## config.mk

```make
export PLATFORM = sky130hd
export DESIGN_NAME = usb_tx_ctrl
export DESIGN_NICKNAME = d
export VERILOG_FILES = /design/src/rtl/usb_tx_ctrl.sv
export SDC_FILE = /design/constraint.sdc
export NUM_CORES = 1
export LEC_CHECK = 0
export CAP_MARGIN = 40
export CORE_ASPECT_RATIO = 0.75
export CORE_UTILIZATION = 35
export CTS_CLUSTER_DIAMETER = 200
export DETAILED_ROUTE_END_ITERATION = 10
export MAX_ROUTING_LAYER = met4
export PLACE_DENSITY_LB_ADDON = 0.12
export SLEW_MARGIN = 15
export SYNTH_ARGS = -nofsm -noshare
export SYNTH_HDL_FRONTEND = slang
export SYNTH_SLANG_ARGS = --single-unit
```

## constraint.sdc

```tcl
create_clock -name clk -period 4.7 [get_ports clk]
set_clock_uncertainty 0.05 [all_clocks]
set_input_delay 0.47 -clock clk [delete_from_list [all_inputs] [get_ports clk]]
set_output_delay 0.47 -clock clk [all_outputs]
set_load 0.01 [all_outputs]
```

## src/rtl/usb_tx_ctrl.sv

```systemverilog
// usb_tx_ctrl: frames stream bytes as SYNC/payload/EOP with bit stuffing and NRZI onto dp/dm
module usb_tx_ctrl #(
  parameter int STUFF_LEN  = 6,
  parameter int SE0_CYCLES = 2
) (
  input  logic       clk,
  input  logic       rst,
  input  logic       in_valid,
  input  logic [7:0] in_data,
  input  logic       in_last,
  output logic       in_ready,
  output logic       dp,
  output logic       dm,
  output logic       bus_oe,
  output logic       busy,
  output logic       done,
  output logic       underrun
);
  localparam logic [2:0] IDLE    = 3'd0;
  localparam logic [2:0] SYNC    = 3'd1;
  localparam logic [2:0] DATA    = 3'd2;
  localparam logic [2:0] STUFF   = 3'd3;
  localparam logic [2:0] EOP_SE0 = 3'd4;
  localparam logic [2:0] EOP_J   = 3'd5;
  localparam int OW = $clog2(STUFF_LEN + 1);
  localparam int EW = $clog2(SE0_CYCLES + 1);
  logic [2:0] state, nstate, cnt;
  logic [7:0] sreg;
  logic [OW-1:0] ones;
  logic [EW-1:0] ecnt;
  logic last_r, line, eop_after, raw, tx_line, load_cycle, stuff_now, sending;
  always_comb begin
    sending    = state == SYNC || state == DATA || state == STUFF;
    raw        = state == DATA ? sreg[0] : state == SYNC ? cnt == 3'd7 : 1'b0;
    tx_line    = raw ? line : ~line;
    load_cycle = (state == SYNC || (state == DATA && !last_r)) && cnt == 3'd7;
    in_ready   = load_cycle;
    underrun   = load_cycle && !in_valid;
    stuff_now  = state == DATA && raw && ones == OW'(STUFF_LEN - 1);
    busy       = state != IDLE;
    bus_oe     = busy;
    dp         = state == EOP_SE0 ? 1'b0 : sending ? tx_line : 1'b1;
    dm         = sending ? ~tx_line : 1'b0;
    nstate     = IDLE;
    case (state)
      IDLE:    nstate = in_valid ? SYNC : IDLE;
      SYNC:    nstate = cnt != 3'd7 ? SYNC : in_valid ? DATA : EOP_SE0;
      DATA:    nstate = underrun ? EOP_SE0 : stuff_now ? STUFF :
                        (cnt == 3'd7 && last_r) ? EOP_SE0 : DATA;
      STUFF:   nstate = eop_after ? EOP_SE0 : DATA;
      EOP_SE0: nstate = ecnt == EW'(SE0_CYCLES - 1) ? EOP_J : EOP_SE0;
      default: nstate = IDLE;
    endcase
  end
  always_ff @(posedge clk or posedge rst) begin
    if (rst) begin
      state     <= IDLE;
      cnt       <= '0;
      ecnt      <= '0;
      ones      <= '0;
      sreg      <= '0;
      last_r    <= 1'b0;
      line      <= 1'b1;
      eop_after <= 1'b0;
      done      <= 1'b0;
    end else begin
      state <= nstate;
      cnt   <= (state == SYNC || state == DATA) ? cnt + 3'd1 : state == IDLE ? 3'd0 : cnt;
      ecnt  <= state == EOP_SE0 ? ecnt + 1'b1 : '0;
      ones  <= (state == SYNC || state == DATA) && raw ? ones + 1'b1 : '0;
      line  <= sending ? tx_line : 1'b1;
      done  <= state == EOP_J;
      // the byte index wraps to 0 on bit 7, so a pending stuff must remember whether EOP follows
      if (stuff_now) eop_after <= cnt == 3'd7 && last_r;
      if (load_cycle && in_valid) begin
        sreg   <= in_data;
        last_r <= in_last;
      end else if (state == DATA) begin
        sreg <= sreg >> 1;
      end
    end
  end
endmodule

```

==> Word level (Yosys, flattened, before mapping) <==
Cells that the tools add are included.
{ "op_classes": {"n_addsub": 3, "n_reduce_logical": 17, "mux": 21, "n_bitwise": 2, "n_eq_ne": 9} }
{ "ops": {"columns": ["operator", "count"], "rows": [
  ["$mux 3", 9],
  ["$mux 8", 2],
  ["$pmux 3 s5", 1],
  ["$eq 3x3->1 const B", 4],
  ["$logic_and 1x1->1", 8],
  ["$mux 1", 8],
  ["$add 3x1->3 const B", 2],
  ["$eq 3x2->1 const B", 2],
  ["$reduce_bool 2->1", 2],
  ["$eq 3x1->1 const B", 1],
  ["$logic_not 3->1", 1],
  ["$logic_or 1x1->1", 3],
  ["$ne 3x3->1 const B", 1],
  ["$reduce_bool 3->1", 1],
  ["$add 2x1->2 const B", 1],
  ["$eq 2x1->1 const B", 1],
  ["$logic_not 1->1", 2],
  ["$mux 2", 1],
  ["$not 1->1", 2]
]} }
{ "word_totals": {"output_inout_bits": 7, "reg_bits": 23, "wordCells": 61, "inputBits": 12} }

==> Longest topological paths before layout <==
Gate-level depths: netlist of run 1.
{ "logic_depth": {"word_depth": 8, "ltp_mapped": 7, "mapped_depth_nobuf": 6} }

==> Worst setup path before layout of run 1 <==
OpenSTA, ideal clock, no wires.
{ "synth_path": {"path_kind": "reg2out", "startpoint": "register cnt[0]", "endpoint": "output dp", "t_arrival_ns": 1.702, "required_time_ns": 4.180, "path_stages_with_launch": 7, "slack_ns": 2.478, "path_buffers": 0, "path_cell_list": "dfrtp_1 -> ha_1 -> ha_1 -> inv_1 -> a221oi_1 -> a211oi_1 -> a21oi_1"} }
{ "synth_between": {"elab_chain_len": 6} }
{ "synth_rtl": {"columns": ["element", "line_no", "rtl"], "rows": [
  ["start, declared", "27", "logic [2:0] state, nstate, cnt;"],
  ["start signal, assigned", "68", "cnt <= (state == SYNC || state == DATA) ? cnt + 3'd1 : state == IDLE ? 3'd0 : cnt;"],
  ["$eq 3x3->1", "34", "raw = state == DATA ? sreg[0] : state == SYNC ? cnt == 3'd7 : 1'b0;"],
  ["$mux 1 (2 in a row)", "34", null],
  ["$mux 1", "35", "tx_line = raw ? line : ~line;"],
  ["$mux 1 (2 in a row)", "42", "dp = state == EOP_SE0 ? 1'b0 : sending ? tx_line : 1'b1;"],
  ["end, declared", "12", "output logic dp,"]
]} }
Every way passes these cells.

==> Worst setup path after layout of run 1 <==
{ "layout_path": {"startpoint": "register cnt[0]", "endpoint": "output dm"} }
{ "layout_between": {"elab_chain_len": 6} }
{ "layout_rtl": {"columns": ["element", "line_no", "rtl"], "rows": [
  ["$eq 3x3->1", "34", null],
  ["$mux 1 (2 in a row)", "34", null],
  ["$mux 1", "35", null],
  ["$not 1->1", "43", "dm = sending ? ~tx_line : 1'b0;"],
  ["$mux 1", "43", null],
  ["end, declared", "13", "output logic dm,"]
]} }
Every way passes these cells.

==> flow_summary.json, run 1 <==
{
  "outcome": "complete, no violations",
  "clkLatencyLatePin_ns": 0.27,
  "start_util_pct": 37.2,
  "wl_mm": 2.39,
  "clock_path_buffers": 2,
  "cts_buffers": 3,
  "area_growth_pct": 21.6,
  "h-tree-depth": 1,
  "cts_tree": "done",
  "p_int_uw": 503,
  "setup_viol": 0,
  "cp-end-kind": "output pin",
  "clkTransAtPathRegs_ns": 0.09,
  "p_sw_uw": 297,
  "chipHeight_um": 53.7,
  "regArea_sq_um": 577,
  "crit_chain": "ha_1 > ha_1 > inv_1 > a221oi_1 > a211oi_1 > clkdlybuf4s50_1",
  "layoutNonFillerInstCount": 184,
  "fillers": 314,
  "io_buffers": 18,
  "yosysTopAreaCell": "dfrtp_1",
  "rsz0062_at_grt": "false",
  "antenna-diode-count": 0,
  "wl_per_cell_um": 13.0,
  "final_cell_mix": "22 x dfrtp_1, 18 x clkdlybuf4s50_1, 16 x nor2_1",
  "p_sw_share_pct": 37.1,
  "timing.fmax_ghz": 0.327,
  "num_rows": 18,
  "ant_nets": 0,
  "power_frac_comb_pct": 40.7,
  "nNetsFinal": 162,
  "synth_area_leaders": "dfrtp_1 44%, mux2i_1 7.2%, ha_1 5.0%",
  "final_common_cell": "dfrtp_1",
  "yosysTopAreaCellShare_pct": 44.1,
  "drc": 0,
  "setup.worst_path.start_class": "flop",
  "cts_sinks": 23,
  "seqPwrFrac_pct": 43.3,
  "fp.dieArea_sq_um": 3810,
  "hpwl_mm": 1.78,
  "critPathMaxStageDelay_ns": 0.62,
  "worstPathRequired_ns": 4.18,
  "min_path_type": "reg2reg",
  "yosys_warnings": 0,
  "viasPerCell": 5.21,
  "ir_drop_v": 0.000175,
  "grt_max_degree": 24,
  "tightest_slew_ns": 0.719,
  "cts_hold_buf": 0,
  "gp_congestion": 0.890,
  "syn_inst": 127,
  "vias": 958,
  "power.density_nw_per_um2": 527,
  "post_synth.cell_area_avg_sq_um": 9.83,
  "multi_input_area_sq_um": 599,
  "grt_pass1_wl_mm": 4.11,
  "core_sq_um": 3360,
  "drt-pass1-iter-count": 6,
  "clockRootBuffer": "clkbuf_8",
  "synth_nets": 144,
  "cp.arrival_ns": 2.54,
  "drv_slew": 0,
  "hold_viol_final": 0,
  "setup_tns_ns": 0,
  "yosysUniqueCellTypes": 36,
  "top_level_ports": 19,
  "drive_above_1_share_pct": 9.03,
  "grt_pass1_vias": 888,
  "ys_ff_latch": 23,
  "max_cap_viol_count": 0,
  "critPathMaxFanout": 7,
  "gr-usage-all-layers_pct": 14.6,
  "power_frac_clock_pct": 16.1,
  "total_power_uw": 801,
  "path_class": "reg2out",
  "syn_area_sq_um": 1250,
  "ys_seq_area_share_pct": 46.2,
  "cpMostUsedCell": "ha_1",
  "period_needed_ns": 3.06,
  "cts.repair.resized": 0,
  "p_leak_uw": 0.000623,
  "globalRouteOverflowTotal": 0,
  "antenna_found_initial": 0,
  "dp_cells": 179,
  "slowest_stage": "clkdlybuf4s50_1",
  "drtIter0Drc": 63,
  "period_share_pct": 65.1,
  "postCtsSetupBuffers": 0,
  "slew_headroom_pct": 52.1,
  "die_w_um": 71.0
}
[power groups by stage]
stage | combinational, uW | clock (uW) | sequential [uW]
after floorplan | 264 | 0 | 307
after global placement | 320 | 0 | 347
after detailed placement | 328 | 0 | 350
after CTS | 330 | 132 | 347
final | 326 | 129 | 346
after global routing | 375 | 141 | 360
[per-layer routing]
layer  GRT usage (%)  vias to the layer above  share of wire, %
li1                -                      474                 -
met1            19.0                      467                52
met2            22.8                       14                43
met3            4.49                        3               4.0
met4            3.00                        0              0.42
met5               -                        -                 0
[synth_stat cells]
cell,n
a2111oi_4,1
a211oi_1,2
a211oi_2,1
a21boi_0,1
a21o_1,1
a21oi_1,11
a221o_1,2
a221oi_1,1
a22o_1,1
a22oi_1,1
a311oi_1,1
a31oi_1,1
and2_1,1
buf_2,1
buf_4,2
clkbuf_1,5
dfrtp_1,22
dfstp_2,1
ha_1,5
inv_1,9
mux2_2,1
mux2i_1,9
nand2_1,7
nand2b_1,4
nand4b_1,1
nor2_1,16
nor2b_1,5
nor3_1,2
o21ai_0,5
o22ai_1,1
o32ai_1,1
or2_2,1
or3_1,1
or3b_4,1
or4b_1,1
xnor2_1,1
[cell families (layout without fill, tap and decap cells)]
logic type | Yosys count | count (layout) | share of synthesized area (%)
multiplexers | 10 | 10 | 8.12
flip-flops | 23 | 23 | 46.2
AND/OR/NAND/NOR | 40 | 40 | 16.1
XOR/XNOR | 1 | 1 | 0.702
adder cells (fa/ha/maj) | 5 | 5 | 5.01
AO/OA/AOI/OAI | 31 | 31 | 18.0
buffers and inverters | 17 | 34 | 5.81
[path summary, 6_finish.rpt]
check	start	end	slack (ns)	cells after the start
setup / recovery	cnt[0]	dm	1.64	6
hold / removal	ecnt[0]	ecnt[0]	0.39	1
setup reg to reg	state[1]	sreg[4]	2.60	5
hold reg to reg	ecnt[0]	ecnt[0]	0.39	1
max in group asynchronous	rst	state[1]	3.70	3
min in group asynchronous	rst	ones[1]	0.44	2
[cell type report]
| cell class | count | area share, % |
|---|---|---|
| flip-flops and latches | 23 | 38.0 |
| repair buffers | 21 | 13.8 |
| well taps | 40 | 3.29 |
| inverters | 9 | 2.22 |
| clock inverters | 1 | 0.494 |
| multi-input cells | 87 | 39.5 |
| clock buffers | 3 | 2.72 |
[state kept, by name, summed over array words and instances (netlist names)]
register,count
ecnt,2
state,3
ones,3
last_r,1
eop_after,1
sreg,8
done,1
line,1
cnt,3
[critical path, delay by kind of cell, from the launching register on]
| family | cells | cell delay, ns |
|---|---|---|
| flops | 1 | 0.43 |
| buf+inv | 2 | 0.83 |
| compound gates | 2 | 0.52 |
| fa+ha+maj | 2 | 0.49 |
[per-stage QoR]
step	util (%)	instance area, sq um	hold slack, ns	setup WS [ns]
after global routing	45.3	1520	0.421	1.50
after floorplan	-	1250	0.358	2.48
after detailed placement	43.6	1460	0.380	1.97
after global placement	42.9	1440	0.373	2.02
after CTS	45.0	1510	0.393	1.66
final	45.3	1520	0.389	1.64
Power figures use the tool's default switching activity.
==> run 2, diff against run 1 <==
clock period = 3.15 ns   (was 4.7 ns; I/O delays follow)
==> run 2 against run 1 <==
  * Register-to-register slack got worse by 1.6 ns
  * Critical path type unchanged
  * Via count increased by 0.21%
  * Largest power group is now combinational logic
  * Critical endpoint unchanged
  * Critical path depth unchanged
  * The run now ends with design-rule violations left
==> flow_summary.json, run 2 (synthesis gave the netlist of run 1 again) <==
{
  "hpwl_mm": 1.81,
  "slowest_stage": "clkdlybuf4s50_1",
  "fp.dieArea_sq_um": 3810,
  "top_register": "sreg",
  "setup_tns_ns": 0,
  "fillers": 319,
  "nNetsFinal": 163,
  "cp-end-kind": "output pin",
  "vias": 960,
  "holdWs_ns": 0.305,
  "chipHeight_um": 53.7,
  "utilization_pct": 45.4,
  "start_util_pct": 37.2,
  "globalRouteOverflowTotal": 0,
  "worst_slack_ns": 0.289,
  "num_rows": 18,
  "endpoint": "dm",
  "gr-usage-all-layers_pct": 15.4,
  "final_common_cell": "dfrtp_1",
  "rrSetupSlack_ns": 1.05,
  "gp_congestion": 0.916,
  "regArea_sq_um": 577,
  "postCtsSetupBuffers": 0,
  "cts_hold_buf": 0,
  "cts_sinks": 23,
  "critPathMaxFanout": 7,
  "drv_slew": 0,
  "timing.rr.start": "state[0]",
  "cpMostUsedCell": "ha_1",
  "die_w_um": 71.0,
  "multi_input_area_sq_um": 599,
  "clock_path_buffers": 2,
  "cp.arrival_ns": 2.50,
  "antenna-diode-count": 0,
  "grt_max_degree": 24,
  "drt-pass1-iter-count": 7,
  "drc": 2,
  "worstPathRequired_ns": 2.78,
  "grt_pass1_vias": 897,
  "setup.worst_path.start_class": "flop",
  "p_leak_uw": 0.000632,
  "dp_cells": 181,
  "tightest_slew_ns": 0.775,
  "dp_slack_ns": 0.594,
  "grt_pass1_wl_mm": 4.28,
  "cts_tree": "done",
  "slew_headroom_pct": 48.4,
  "max_cap_viol_count": 0,
  "path_class": "reg2out",
  "ir_drop_v": 0.000237,
  "area_growth_pct": 22.0,
  "period_needed_ns": 2.86,
  "outcome": "finished with violations",
  "violations": "design-rule violations",
  "rsz0062_at_grt": "false",
  "hold_viol_final": 0,
  "top_level_ports": 19,
  "h-tree-depth": 1,
  "largest_reg_flops": 8,
  "clockRootBuffer": "clkbuf_8",
  "drtIter0Drc": 72,
  "viasPerCell": 5.19,
  "min_path_type": "in2async",
  "crit_chain": "ha_1 > ha_1 > inv_1 > a221oi_1 > a211oi_1 > clkdlybuf4s50_1",
  "layoutNonFillerInstCount": 185,
  "startpoint": "cnt[0]",
  "r2r-end": "state[2]",
  "rr_worst_depth": 4,
  "wl_per_cell_um": 13.4,
  "core_sq_um": 3360,
  "power.density_nw_per_um2": 788,
  "io_buffers": 18,
  "period_share_pct": 90.8,
  "final_cell_mix": "22 x dfrtp_1, 18 x clkdlybuf4s50_1, 16 x nor2_1",
  "ant_nets": 0,
  "clkTransAtPathRegs_ns": 0.08,
  "antenna_found_initial": 0,
  "cts_buffers": 3,
  "timing.fmax_ghz": 0.349,
  "drive_above_1_share_pct": 9.66,
  "clkLatencyLatePin_ns": 0.26,
  "cts.repair.resized": 0,
  "wl_mm": 2.48,
  "critPathMaxStageDelay_ns": 0.62,
  "setup_viol": 0
}
[run 2: cell count changes in the layout (fill, tap and decap cells not counted)]
cell	change
clkinvlp_4	-1
buf_4	+1
clkinv_2	+1
[run 2: area by class of cell]
class                      count  area share, %
multi-input combinational     87           39.3
clock buffer                   3           2.71
clock inverter                 1          0.328
tap                           40           3.28
inverter                       9           2.22
timing repair buffer          22           14.3
sequential                    23           37.8
[run 2: how the worst min path moves through the flow]
stage | endpoint | cells past startpoint | slack (ns) | start
finish | done | 2 | 0.30 | rst
global route | done | 2 | 0.33 | rst
CTS | ones[0] | 2 | 0.33 | rst
detailed placement | ecnt[0] | 1 | 0.38 | ecnt[0]
global placement | ecnt[0] | 1 | 0.37 | ecnt[0]
floorplan | cnt[0] | 1 | 0.27 | rst
[run 2: metal layers]
layer  track usage, %  up-vias  share of wire (%)
met5                -        -                  0
met4             6.00        0               0.77
met3             4.49        2                4.2
met2             20.7       20                 42
met1             21.6      463                 53
li1                 -      475                  -
[run 2: where the power goes]
| group | internal, uW | leakage, uW | switching [uW] |
|---|---|---|---|
| sequential | 401 | 0.000297 | 104 |
| combinational | 268 | 0.000310 | 249 |
| clock | 88.2 | 0.0000255 | 90.9 |
| total | 757 | 0.000632 | 444 |
[run 2: per-stage QoR]
stage	power [uW]	instance area (sq um)
after floorplan	852	1250
after global routing	1310	1520
final	1200	1520
after detailed placement	1030	1480
after CTS	1210	1520
after global placement	1010	1460
[run 2: critical path, delay by kind of cell (launching register included)]
family | cells | cell delay (ns)
buffers and inverters | 2 | 0.81
adders and majority gates | 2 | 0.49
AOI/OAI and AO/OA | 2 | 0.49
DFF | 1 | 0.43
==> run 3, diff against run 2 <==
GPL_TIMING_DRIVEN = 0   (was not set)
==> run 3 against run 2 <==
  * The run still ends with design-rule violations left
  * Critical path type unchanged
  * Global-route usage decreased by 0.11 points
  * First-iteration DRC count increased by 17%
  * Highest routed layer unchanged
  * Final cell count increased by 2.7%
  * Maximum frequency decreased by 1.5%
==> flow_summary.json, run 3 (synthesis gave the netlist of run 1 again) <==
{
  "outcome": "finished with violations",
  "violations": "design-rule violations",
  "drc": 2,
  "cts.repair.resized": 0,
  "grt_pass1_wl_mm": 4.27,
  "cts_hold_buf": 0,
  "clockRootBuffer": "clkbuf_8",
  "power.density_nw_per_um2": 793,
  "fp.dieArea_sq_um": 3810,
  "multi_input_area_sq_um": 599,
  "cp-end-kind": "output pin",
  "clock_path_buffers": 2,
  "hold_viol_final": 0,
  "tightest_slew_ns": 0.467,
  "cts_buffers": 3,
  "globalRouteOverflowTotal": 0,
  "gr-usage-all-layers_pct": 15.3,
  "chipHeight_um": 53.7,
  "postPlaceCellArea_sq_um": 1490,
  "critPathMaxFanout": 7,
  "wl_mm": 2.53,
  "postCtsSetupBuffers": 0,
  "final_cell_mix": "22 x dfrtp_1, 18 x clkdlybuf4s50_1, 16 x nor2_1",
  "nNetsFinal": 168,
  "period_share_pct": 92.2,
  "worst_slack_ns": 0.246,
  "setup_viol": 0,
  "setup.worst_path.start_class": "flop",
  "hpwl_mm": 1.92,
  "drive_above_1_share_pct": 8.67,
  "max_cap_viol_count": 0,
  "setup_tns_ns": 0,
  "start_util_pct": 37.2,
  "min_path_type": "in2async",
  "dp_slack_ns": 0.531,
  "p_leak_uw": 0.000633,
  "fillers": 319,
  "die_w_um": 71.0,
  "area_growth_pct": 23.2,
  "drtIter0Drc": 84,
  "cts_tree": "done",
  "wl_per_cell_um": 13.3,
  "grt_pass1_vias": 919,
  "final_area_sq_um": 1540,
  "regArea_sq_um": 577,
  "top_register": "sreg",
  "largest_reg_flops": 8,
  "antenna-diode-count": 0,
  "worstPathRequired_ns": 2.78,
  "ir_drop_v": 0.000279,
  "drv_slew": 0,
  "drt-pass1-iter-count": 7,
  "top_level_ports": 19,
  "gp_congestion": 0.894,
  "viasPerCell": 5.09,
  "core_sq_um": 3360,
  "clkTransAtPathRegs_ns": 0.08,
  "holdWs_ns": 0.294,
  "cts_sinks": 23,
  "period_needed_ns": 2.90,
  "clkLatencyLatePin_ns": 0.27,
  "final_common_cell": "dfrtp_1",
  "io_buffers": 18,
  "ant_nets": 0,
  "grt_max_degree": 14,
  "cp.arrival_ns": 2.54,
  "h-tree-depth": 1,
  "vias": 968,
  "num_rows": 18,
  "rsz0062_at_grt": "false",
  "path_class": "reg2out",
  "slew_headroom_pct": 68.9,
  "timing.fmax_ghz": 0.344,
  "antenna_found_initial": 0
}
run 3: cell types whose count changed in the layout (fill, tap and decap cells not counted):
cell	previous run	this run
clkbuf_1	0	6
buf_4	3	2
buf_2	0	1
clkinv_2	1	0
run 3: worst max-delay path: stages (launching register included):
cell	delay, ns
dfrtp_1	0.43
ha_1	0.22
ha_1	0.27
inv_1	0.20
a221oi_1	0.12
a211oi_1	0.41
clkdlybuf4s50_1	0.62
run 3: power by group:
part           switching [uW]  internal [uW]
logic                     287            278
registers                68.5            402
clock network            95.0           90.4
run 3: path summary, 6_finish.rpt:
check | startpoint | slack [ns] | to | cells past startpoint
max in group asynchronous | rst | 2.32 | sreg[5] | 3
min reg2reg | ecnt[0] | 0.40 | ecnt[0] | 1
min | rst | 0.29 | cnt[2] | 2
max reg2reg | cnt[0] | 1.00 | sreg[3] | 6
max | cnt[0] | 0.25 | dm | 6
min in group clk | ecnt[0] | 0.40 | ecnt[0] | 1
run 3: area by class of cell:
| cell class | count | share of cell area, % |
|---|---|---|
| multi-input cells | 87 | 38.9 |
| flip-flops and latches | 23 | 37.5 |
| repair buffers | 19 | 12.7 |
| well taps | 40 | 3.25 |
| clock buffers | 4 | 2.93 |
| plain buffers | 8 | 2.52 |
| inverters | 9 | 2.20 |
run 3: metrics by stage:
step / instances / util [%] / power (uW)
finish: 190 / 45.9 / 1220
global route: 190 / 45.9 / 1320
CTS: 190 / 45.9 / 1230
detailed placement: 186 / 44.5 / 1040
global placement: 185 / 44.1 / 1030
floorplan: 127 / - / 852
run 3: routing by layer:
layer | share of wire [%] | global-route usage, %
met2 | 42 | 22.1
met4 | 0.71 | 3.00
met5 | 0 | -
met3 | 4.2 | 4.49
met1 | 53 | 21.3
